### config.mk
export PLATFORM = sky130hd
export DESIGN_NAME = icache_fetch_port_arbiter
export DESIGN_NICKNAME = d
export VERILOG_FILES = /design/src/rtl/icache_fetch_port_arbiter.sv
export SDC_FILE = /design/constraint.sdc
export NUM_CORES = 1
export LEC_CHECK = 0
export BUFFER_PORTS_ARGS = -buffer_cell sky130_fd_sc_hd__buf_2
export CAP_MARGIN = 40
export CORE_MARGIN = 2
export CORE_UTILIZATION = 44
export DETAILED_ROUTE_END_ITERATION = 6
export HOLD_SLACK_MARGIN = 0.03
export PLACE_DENSITY = 0.82
export SYNTH_ARGS = -nofsm -noshare
export SYNTH_HDL_FRONTEND = slang
export SYNTH_SLANG_ARGS = --single-unit
### constraint.sdc
create_clock -name clk -period 2.75 [get_ports clk]
set_clock_uncertainty 0.15 [all_clocks]
set_input_delay 0.4125 -clock clk [delete_from_list [all_inputs] [get_ports clk]]
set_output_delay 0.4125 -clock clk [all_outputs]
set_load 0.01 [all_outputs]
### src/rtl/icache_fetch_port_arbiter.sv
// Round-robin arbiter sharing ICache fetch lane 0 between the pipeline fetch
// stage (port 0) and a secondary reader (port 1). A grant is held until the
// cache completes; abandoned transactions are drained; a silent cache is
// failed with an error after TIMEOUT_CYCLES busy cycles.
//
// Ports:
//   clk, rst                  clock, synchronous active-high reset
//   m0_* / m1_*               requester ports (valid/address/clean in,
//                             ready/readBus/error out, ready is one-cycle)
//   c_valid, c_address        request towards the ICache
//   c_ready, c_readBus, c_error  ICache completion
//   grant_id                  current owner (selected port while idle)
//   busy                      a transaction is outstanding (BUSY or DRAIN)
module icache_fetch_port_arbiter #(
    parameter int unsigned ADDR_W         = 40,
    parameter int unsigned DATA_W         = 32,
    parameter int unsigned TIMEOUT_CYCLES = 255
) (
    input  logic              clk,
    input  logic              rst,
    input  logic              m0_valid,
    input  logic [ADDR_W-1:0] m0_address,
    input  logic              m0_clean,
    output logic              m0_ready,
    output logic [DATA_W-1:0] m0_readBus,
    output logic              m0_error,
    input  logic              m1_valid,
    input  logic [ADDR_W-1:0] m1_address,
    input  logic              m1_clean,
    output logic              m1_ready,
    output logic [DATA_W-1:0] m1_readBus,
    output logic              m1_error,
    output logic              c_valid,
    output logic [ADDR_W-1:0] c_address,
    input  logic              c_ready,
    input  logic [DATA_W-1:0] c_readBus,
    input  logic              c_error,
    output logic              grant_id,
    output logic              busy
);

    localparam int unsigned TMO_W = (TIMEOUT_CYCLES < 2) ? 1 : $clog2(TIMEOUT_CYCLES + 1);

    typedef enum logic [1:0] {
        ST_IDLE  = 2'd0,
        ST_BUSY  = 2'd1,
        ST_DRAIN = 2'd2
    } state_t;

    state_t            st;
    logic              owner_q;
    logic [ADDR_W-1:0] addr_q;
    logic              last_q;
    logic [TMO_W-1:0]  tmo_cnt;

    logic              req0;
    logic              req1;
    logic              any_req;
    logic              sel;
    logic [ADDR_W-1:0] sel_addr;
    logic              owner_valid;
    logic              owner_clean;
    logic              abandon;
    logic              timeout_hit;

    logic              rsp_fire;
    logic              rsp_port;
    logic [DATA_W-1:0] rsp_data;
    logic              rsp_err;

    // Request selection: a lone requester wins, a tie goes to the port not served last.
    always_comb begin
        req0        = m0_valid & ~m0_clean;
        req1        = m1_valid & ~m1_clean;
        any_req     = req0 | req1;
        sel         = (req0 & req1) ? ~last_q : req1;
        sel_addr    = sel ? m1_address : m0_address;
        owner_valid = owner_q ? m1_valid : m0_valid;
        owner_clean = owner_q ? m1_clean : m0_clean;
        abandon     = owner_clean | ~owner_valid;
        timeout_hit = (TIMEOUT_CYCLES != 0) && (tmo_cnt == TMO_W'(TIMEOUT_CYCLES));
    end

    // Cache request and response routing; everything is forced low during reset.
    always_comb begin
        c_valid   = 1'b0;
        c_address = '0;
        grant_id  = 1'b0;
        busy      = 1'b0;
        rsp_fire  = 1'b0;
        rsp_port  = 1'b0;
        rsp_data  = '0;
        rsp_err   = 1'b0;

        case (st)
            ST_IDLE: begin
                grant_id = any_req ? sel : owner_q;
                if (any_req) begin
                    c_valid   = 1'b1;
                    c_address = sel_addr;
                    if (c_ready) begin
                        rsp_fire = 1'b1;
                        rsp_port = sel;
                        rsp_data = c_readBus;
                        rsp_err  = c_error;
                    end
                end
            end
            ST_BUSY: begin
                c_valid   = 1'b1;
                c_address = addr_q;
                grant_id  = owner_q;
                busy      = 1'b1;
                // An abandoning owner never sees a response, even one arriving now.
                if (!abandon) begin
                    if (c_ready) begin
                        rsp_fire = 1'b1;
                        rsp_port = owner_q;
                        rsp_data = c_readBus;
                        rsp_err  = c_error;
                    end else if (timeout_hit) begin
                        rsp_fire = 1'b1;
                        rsp_port = owner_q;
                        rsp_err  = 1'b1;
                    end
                end
            end
            ST_DRAIN: begin
                c_valid   = 1'b1;
                c_address = addr_q;
                grant_id  = owner_q;
                busy      = 1'b1;
            end
            default: ;
        endcase

        if (rst) begin
            c_valid   = 1'b0;
            c_address = '0;
            grant_id  = 1'b0;
            busy      = 1'b0;
            rsp_fire  = 1'b0;
            rsp_port  = 1'b0;
            rsp_data  = '0;
            rsp_err   = 1'b0;
        end

        m0_ready   = rsp_fire & ~rsp_port;
        m0_readBus = (rsp_fire & ~rsp_port) ? rsp_data : '0;
        m0_error   = rsp_fire & ~rsp_port & rsp_err;
        m1_ready   = rsp_fire & rsp_port;
        m1_readBus = (rsp_fire & rsp_port) ? rsp_data : '0;
        m1_error   = rsp_fire & rsp_port & rsp_err;
    end

    // Arbitration state.
    always_ff @(posedge clk) begin
        if (rst) begin
            st      <= ST_IDLE;
            owner_q <= 1'b0;
            addr_q  <= '0;
            last_q  <= 1'b1;
            tmo_cnt <= '0;
        end else begin
            case (st)
                ST_IDLE: begin
                    if (any_req) begin
                        last_q <= sel;
                        if (!c_ready) begin
                            st      <= ST_BUSY;
                            owner_q <= sel;
                            addr_q  <= sel_addr;
                            tmo_cnt <= TMO_W'(1);
                        end
                    end
                end
                ST_BUSY: begin
                    if (abandon) begin
                        st <= c_ready ? ST_IDLE : ST_DRAIN;
                    end else if (c_ready) begin
                        st <= ST_IDLE;
                    end else if (timeout_hit) begin
                        st <= ST_DRAIN;
                    end else if (tmo_cnt != '1) begin
                        tmo_cnt <= tmo_cnt + TMO_W'(1);
                    end
                end
                ST_DRAIN: begin
                    if (c_ready) begin
                        st <= ST_IDLE;
                    end
                end
                default: st <= ST_IDLE;
            endcase
        end
    end

endmodule

==> qor.txt, run 1 <==
worst hold path type -> in -> reg
crit share post-route -> 97.4%
DRT Pass-1 Iters -> 4
Longest Clk Path Bufs -> 2
DR WL/cell -> 15.5 um
Syn Inst Count -> 461
flop2flop setup slack -> 670 ps
Initial Util -> 45.3%
asr flop ratio synth -> 0%
min Tclk post-route -> 2680 ps
number of synthesized flops with an enable pin -> 0
syn avg cell area -> 8.04 um^2
vias in the first global route -> 3926
n_diodes -> 0
total power after layout -> 2.16 mW
top cell type's share of synthesized area -> 28.1%
via count -> 4195
Final ANT Viol Nets -> 0
final-layout fill cell count -> 746
Finished Layout Cells -> 775
fmax -> 0.373 GHz
CTS H-tree lvls -> 2
routed vias/inst -> 5.41
GRT Util Overall -> 24.5%
post-synthesis net count -> 586
Static Leak -> 2.51 nW
dpl cell area -> 4920 um^2
crit end category -> output pin
Post-Syn Area -> 3700 um^2
CP max FO -> 16
Ys Warns -> 0
post-route cell area -> 5100 um^2
Critical Path Start Type -> flip-flop
final setup TNS -> 0 ps
Placed Instances -> 766
Nets -> 796
Yosys reg bits -> 52
Clock Tree Root -> clkbuf_8
hold_buf cts -> 0
area delta synth->final -> 37.7%
clock slew at reported path FFs -> 90 ps
worst setup margin -> 70.3 ps
unrepaired setup endpoints after global routing -> yes
hpwl dp -> 8940 um
relative slew slack -> 45.1%
CTS tree -> yes
largest net degree at the start of global routing -> 44
Synth Flop Type -> dfxtp_1
top post-synthesis cells by area -> dfxtp_1 (28%), mux2i_1 (11%), and2_1 (11%), a2bb2oi_1 (9.5%), nor2_1 (9.2%)
most frequent cells in the layout -> buf_2 (230), nor2_1 (91), and2_1 (65)
I/O Pins -> 231
WL final -> 12000 um
Critical Path AT -> 2120 ps
pwr dens -> 424 nW/um^2
worst vdd ir -> 0.353 mV
CTS sink cnt -> 52
FP Rows -> 33
gr ovfl total -> 0
Final Hold Vio Count -> 0
Synth cell types -> 55
Core ar. -> 8180 um^2
Setup CP Type -> reg -> out
drt drc -> 0
final-report max-slew violation count -> 0
share of cells above drive strength 1 -> 41.6%
die height -> 95.8 um
area leader, netlist -> dfxtp_1
worst slew pin tran -> 824 ps
initial DRC count -> 219
dpl ws -> 6.01 ps
Die Area -> 9170 um^2
first-pass GRT wire length -> 17900 um
Util after Layout -> 62.4%
register area share after synthesis -> 28.1%
status -> finished clean
Setup-failing EPs final -> 0
Clk Latency, worst-skew pair -> 290 ps
initial antenna violation count -> 0
routability cong. -> 0.941
CTS Buf Count -> 5
Hold Slack -> 266 ps
most common cell after layout, fill and taps aside -> buf_2
reg2reg path depth -> 7
max-cap viol count -> 0
IO Port Bufs -> 230
chip width -> 95.8 um
worst hold path stage count -> 2
Required @ worst endpoint -> 2190 ps
==> Yosys cell counts (all sizes together) (2+ instances only) <==
| master | number |
|---|---|
| ha | 5 |
| nand2 | 5 |
| nand4 | 5 |
| dfxtp | 52 |
| buf | 17 |
| or3 | 4 |
| inv | 7 |
| and2 | 66 |
| nand4b | 2 |
| a211oi | 40 |
| nand3 | 5 |
| o31ai | 2 |
| and2b | 4 |
| o21ai | 11 |
| a21oi | 9 |
| nor2 | 92 |
| o21a | 3 |
| clkbuf | 24 |
| nand2b | 2 |
| mux2i | 41 |
| a2bb2oi | 40 |
| nor2b | 2 |
| and3 | 3 |
==> state kept, by name (all words and copies together), names as in the netlist <==
signal	flops
addr_q	40
tmo_cnt	8
st	2
last_q	1
owner_q	1
==> final timing paths <==
check	start	to
setup / recovery	st[1]	m1_readBus[17]
hold / removal	c_ready	st[1]
setup reg to reg	st[0]	tmo_cnt[5]
hold reg to reg	tmo_cnt[1]	tmo_cnt[1]
==> worst max-delay path, stage by stage, from the launching register on <==
cell and delay [ps]:
dfxtp_2 350, inv_2 90, ha_4 200, inv_1 90, nor4_1 260, a32o_2 220, and2b_4 260, and2_1 190
buf_2 140
==> layer usage <==
layer	wire (um)	vias to the layer above	track usage, %
met1	4620	1934	26.7
met5	0	-	0
met2	6350	191	48.0
met3	872	17	4.15
met4	174	0	7.14
li1	-	2053	-
==> cell families (layout without fill, tap and decap cells) <==
kind of cell / after synthesis / after routing / share of synthesized area (%)
simple gates: 195 / 196 / 27.1
buf+inv: 48 / 256 / 6.38
xor+xnor: 2 / 2 / 0.473
mux: 41 / 41 / 11.1
flops: 52 / 52 / 28.1
compound gates: 118 / 118 / 25.2
fa+ha+maj: 5 / 5 / 1.69
==> power breakdown <==
part / leakage [nW] / switching [mW] / internal (mW) / total (mW)
Combinational: 2.03 / 0.435 / 0.360 / 0.795
Clock: 0.0501 / 0.239 / 0.262 / 0.501
Sequential: 0.428 / 0.0429 / 0.822 / 0.865
==> layout make-up <==
class                   instances  area (um^2)  area share [%]
clock buffers                   5         68.8            1.35
clock inverters                 1         30.0           0.589
inverters                       7         26.3           0.515
multi-input cells             362         2500            49.1
flip-flops and latches         52         1050            20.6
well taps                     105          131            2.58
repair buffers                243         1290            25.3
==> repair_timing <==
item,CTS,global route
setup endpoints to repair,64,100
setup buffers,1,1
pin swaps,1,3
resized for setup,12,8
cloned,1,0
Note: power is estimated with default switching activity, not from simulation.
==> inputs of run 2 (changes only) <==
--- a/config.mk
+++ b/config.mk
@@ -7,11 +7,14 @@
 export LEC_CHECK = 0
 export BUFFER_PORTS_ARGS = -buffer_cell sky130_fd_sc_hd__buf_2
 export CAP_MARGIN = 40
+export CELL_PAD_IN_SITES_DETAIL_PLACEMENT = 1
+export CELL_PAD_IN_SITES_GLOBAL_PLACEMENT = 2
 export CORE_MARGIN = 2
-export CORE_UTILIZATION = 44
+export CORE_UTILIZATION = 22
 export DETAILED_ROUTE_END_ITERATION = 6
 export HOLD_SLACK_MARGIN = 0.03
-export PLACE_DENSITY = 0.82
+export PLACE_DENSITY_LB_ADDON = 0.1
+export SKIP_CTS_REPAIR_TIMING = 1
 export SYNTH_ARGS = -nofsm -noshare
 export SYNTH_HDL_FRONTEND = slang
 export SYNTH_SLANG_ARGS = --single-unit
==> qor.txt, run 2 (synthesis gave the netlist of run 1 again) <==
final-report max-slew violation count -> 0
Critical Path Start Type -> flip-flop
Util after Layout -> 34.8%
Largest regs -> addr_q (40), tmo_cnt (8), st (2)
max FFs per register -> 40
Final Hold Vio Count -> 0
CTS sink cnt -> 52
crit end category -> output pin
global-route track usage on met3 -> 3.55%
Pint -> 1.60 mW
I/O Pins -> 231
Final ANT Viol Nets -> 0
worst slew pin tran -> 567 ps
routability cong. -> 0.727
die height -> 134 um
most frequent cells in the layout -> buf_2 (211), nor2_1 (91), and2_1 (45), dfxtp_1 (45)
Die Area -> 17900 um^2
largest net degree at the start of global routing -> 45
max-cap viol count -> 0
Nets -> 812
Required @ worst endpoint -> 2190 ps
Switching Fraction -> 33.6%
min Tclk post-route -> 2710 ps
GRT met1 Usage -> 18.0%
clock slew at reported path FFs -> 70 ps
crit share post-route -> 98.7%
via count -> 4321
Core ar. -> 16500 um^2
initial DRC count -> 143
layer with the highest usage -> met2
FP Rows -> 47
drt drc -> 0
worst hold path type -> in -> reg
gr ovfl total -> 0
unrepaired setup endpoints after global routing -> yes
first-pass GRT wire length -> 22900 um
status -> finished clean
IO Port Bufs -> 230
pwr dens -> 421 nW/um^2
DRT Pass-1 Iters -> 4
Initial Util -> 22.4%
vias in the first global route -> 4307
worst setup margin -> 35.2 ps
Setup CP Type -> reg -> out
CTS H-tree lvls -> 2
Clk Latency, worst-skew pair -> 290 ps
WL final -> 15500 um
Clock Tree Root -> clkbuf_16
chip width -> 134 um
CP max FO -> 8
reg2reg path depth -> 9
routed vias/inst -> 4.75
worst vdd ir -> 0.219 mV
Setup-failing EPs final -> 0
M2 GR Usage -> 29.8%
DR WL/cell -> 17.0 um
combinational fraction of design power -> 37.1%
hpwl dp -> 10900 um
most common cell after layout, fill and taps aside -> buf_2
GRT Util Overall -> 15.7%
CTS tree -> yes
part of the power in registers -> 35.8%
Psw -> 0.813 mW
area delta synth->final -> 55.1%
Longest Clk Path Bufs -> 2
relative slew slack -> 62.1%
Clk network pwr share -> 27.1%
worst hold path stage count -> 2
fmax -> 0.368 GHz
Critical Path AT -> 2150 ps
Static Leak -> 2.69 nW
initial antenna violation count -> 1
share of cells above drive strength 1 -> 46.9%
largest register by flop count -> addr_q
dpl ws -> 33.6 ps
CTS Buf Count -> 5
run 2: metrics by stage:
stage / hold WS [ps] / power, mW / area [um^2] / TNS (ps) / std cells
2_1_floorplan: 312 / 1.38 / 3700 / 0 / 461
3_3_place_gp: 335 / 1.69 / 5100 / 0 / 881
3_5_place_dp: 345 / 1.70 / 5120 / 0 / 882
4_1_cts: 287 / 2.36 / 5270 / -13240 / 890
5_1_grt: 308 / 2.57 / 5740 / -1580 / 908
6_report: 288 / 2.42 / 5750 / 0 / 909
run 2: final cells by class:
class	count	area, um^2
antenna	1	2.50
clock buffer	6	139
clock inverter	2	10.0
fill	1959	10800
inverter	7	31.3
multi-input combinational	362	2620
sequential	52	1060
tap	220	275
timing repair buffer	259	1610
run 2: critical path, stage by stage, from the launching register on:
cell	delay [ps]
dfxtp_4	390
inv_4	40
ha_4	170
and2_4	140
o211ai_1	90
nand4_1	210
a21oi_4	350
clkbuf_16	220
and2_4	140
buf_6	90
run 2: power by group through the flow:
stage	clock network (mW)	logic (mW)	registers, mW
after floorplan	0	0.511	0.865
after detailed placement	0	0.827	0.877
after global routing	0.712	0.987	0.874
after global placement	0	0.814	0.873
after CTS	0.672	0.830	0.860
final	0.655	0.898	0.864
run 2: worst paths after layout:
| check | startpoint | endpoint | slack, ps |
|---|---|---|---|
| worst max-delay path | st[0] | m0_readBus[18] | 40 |
| worst min-delay path | c_ready | st[1] | 290 |
| worst max register to register | st[1] | tmo_cnt[5] | 590 |
| worst min register to register | addr_q[1] | addr_q[1] | 350 |
run 2: metal layers:
| metal | part of all wire, % | vias up |
|---|---|---|
| li1 | - | 2099 |
| met1 | 40 | 2054 |
| met2 | 53 | 159 |
| met3 | 6.6 | 9 |
| met4 | 0.89 | 0 |
| met5 | 0 | - |
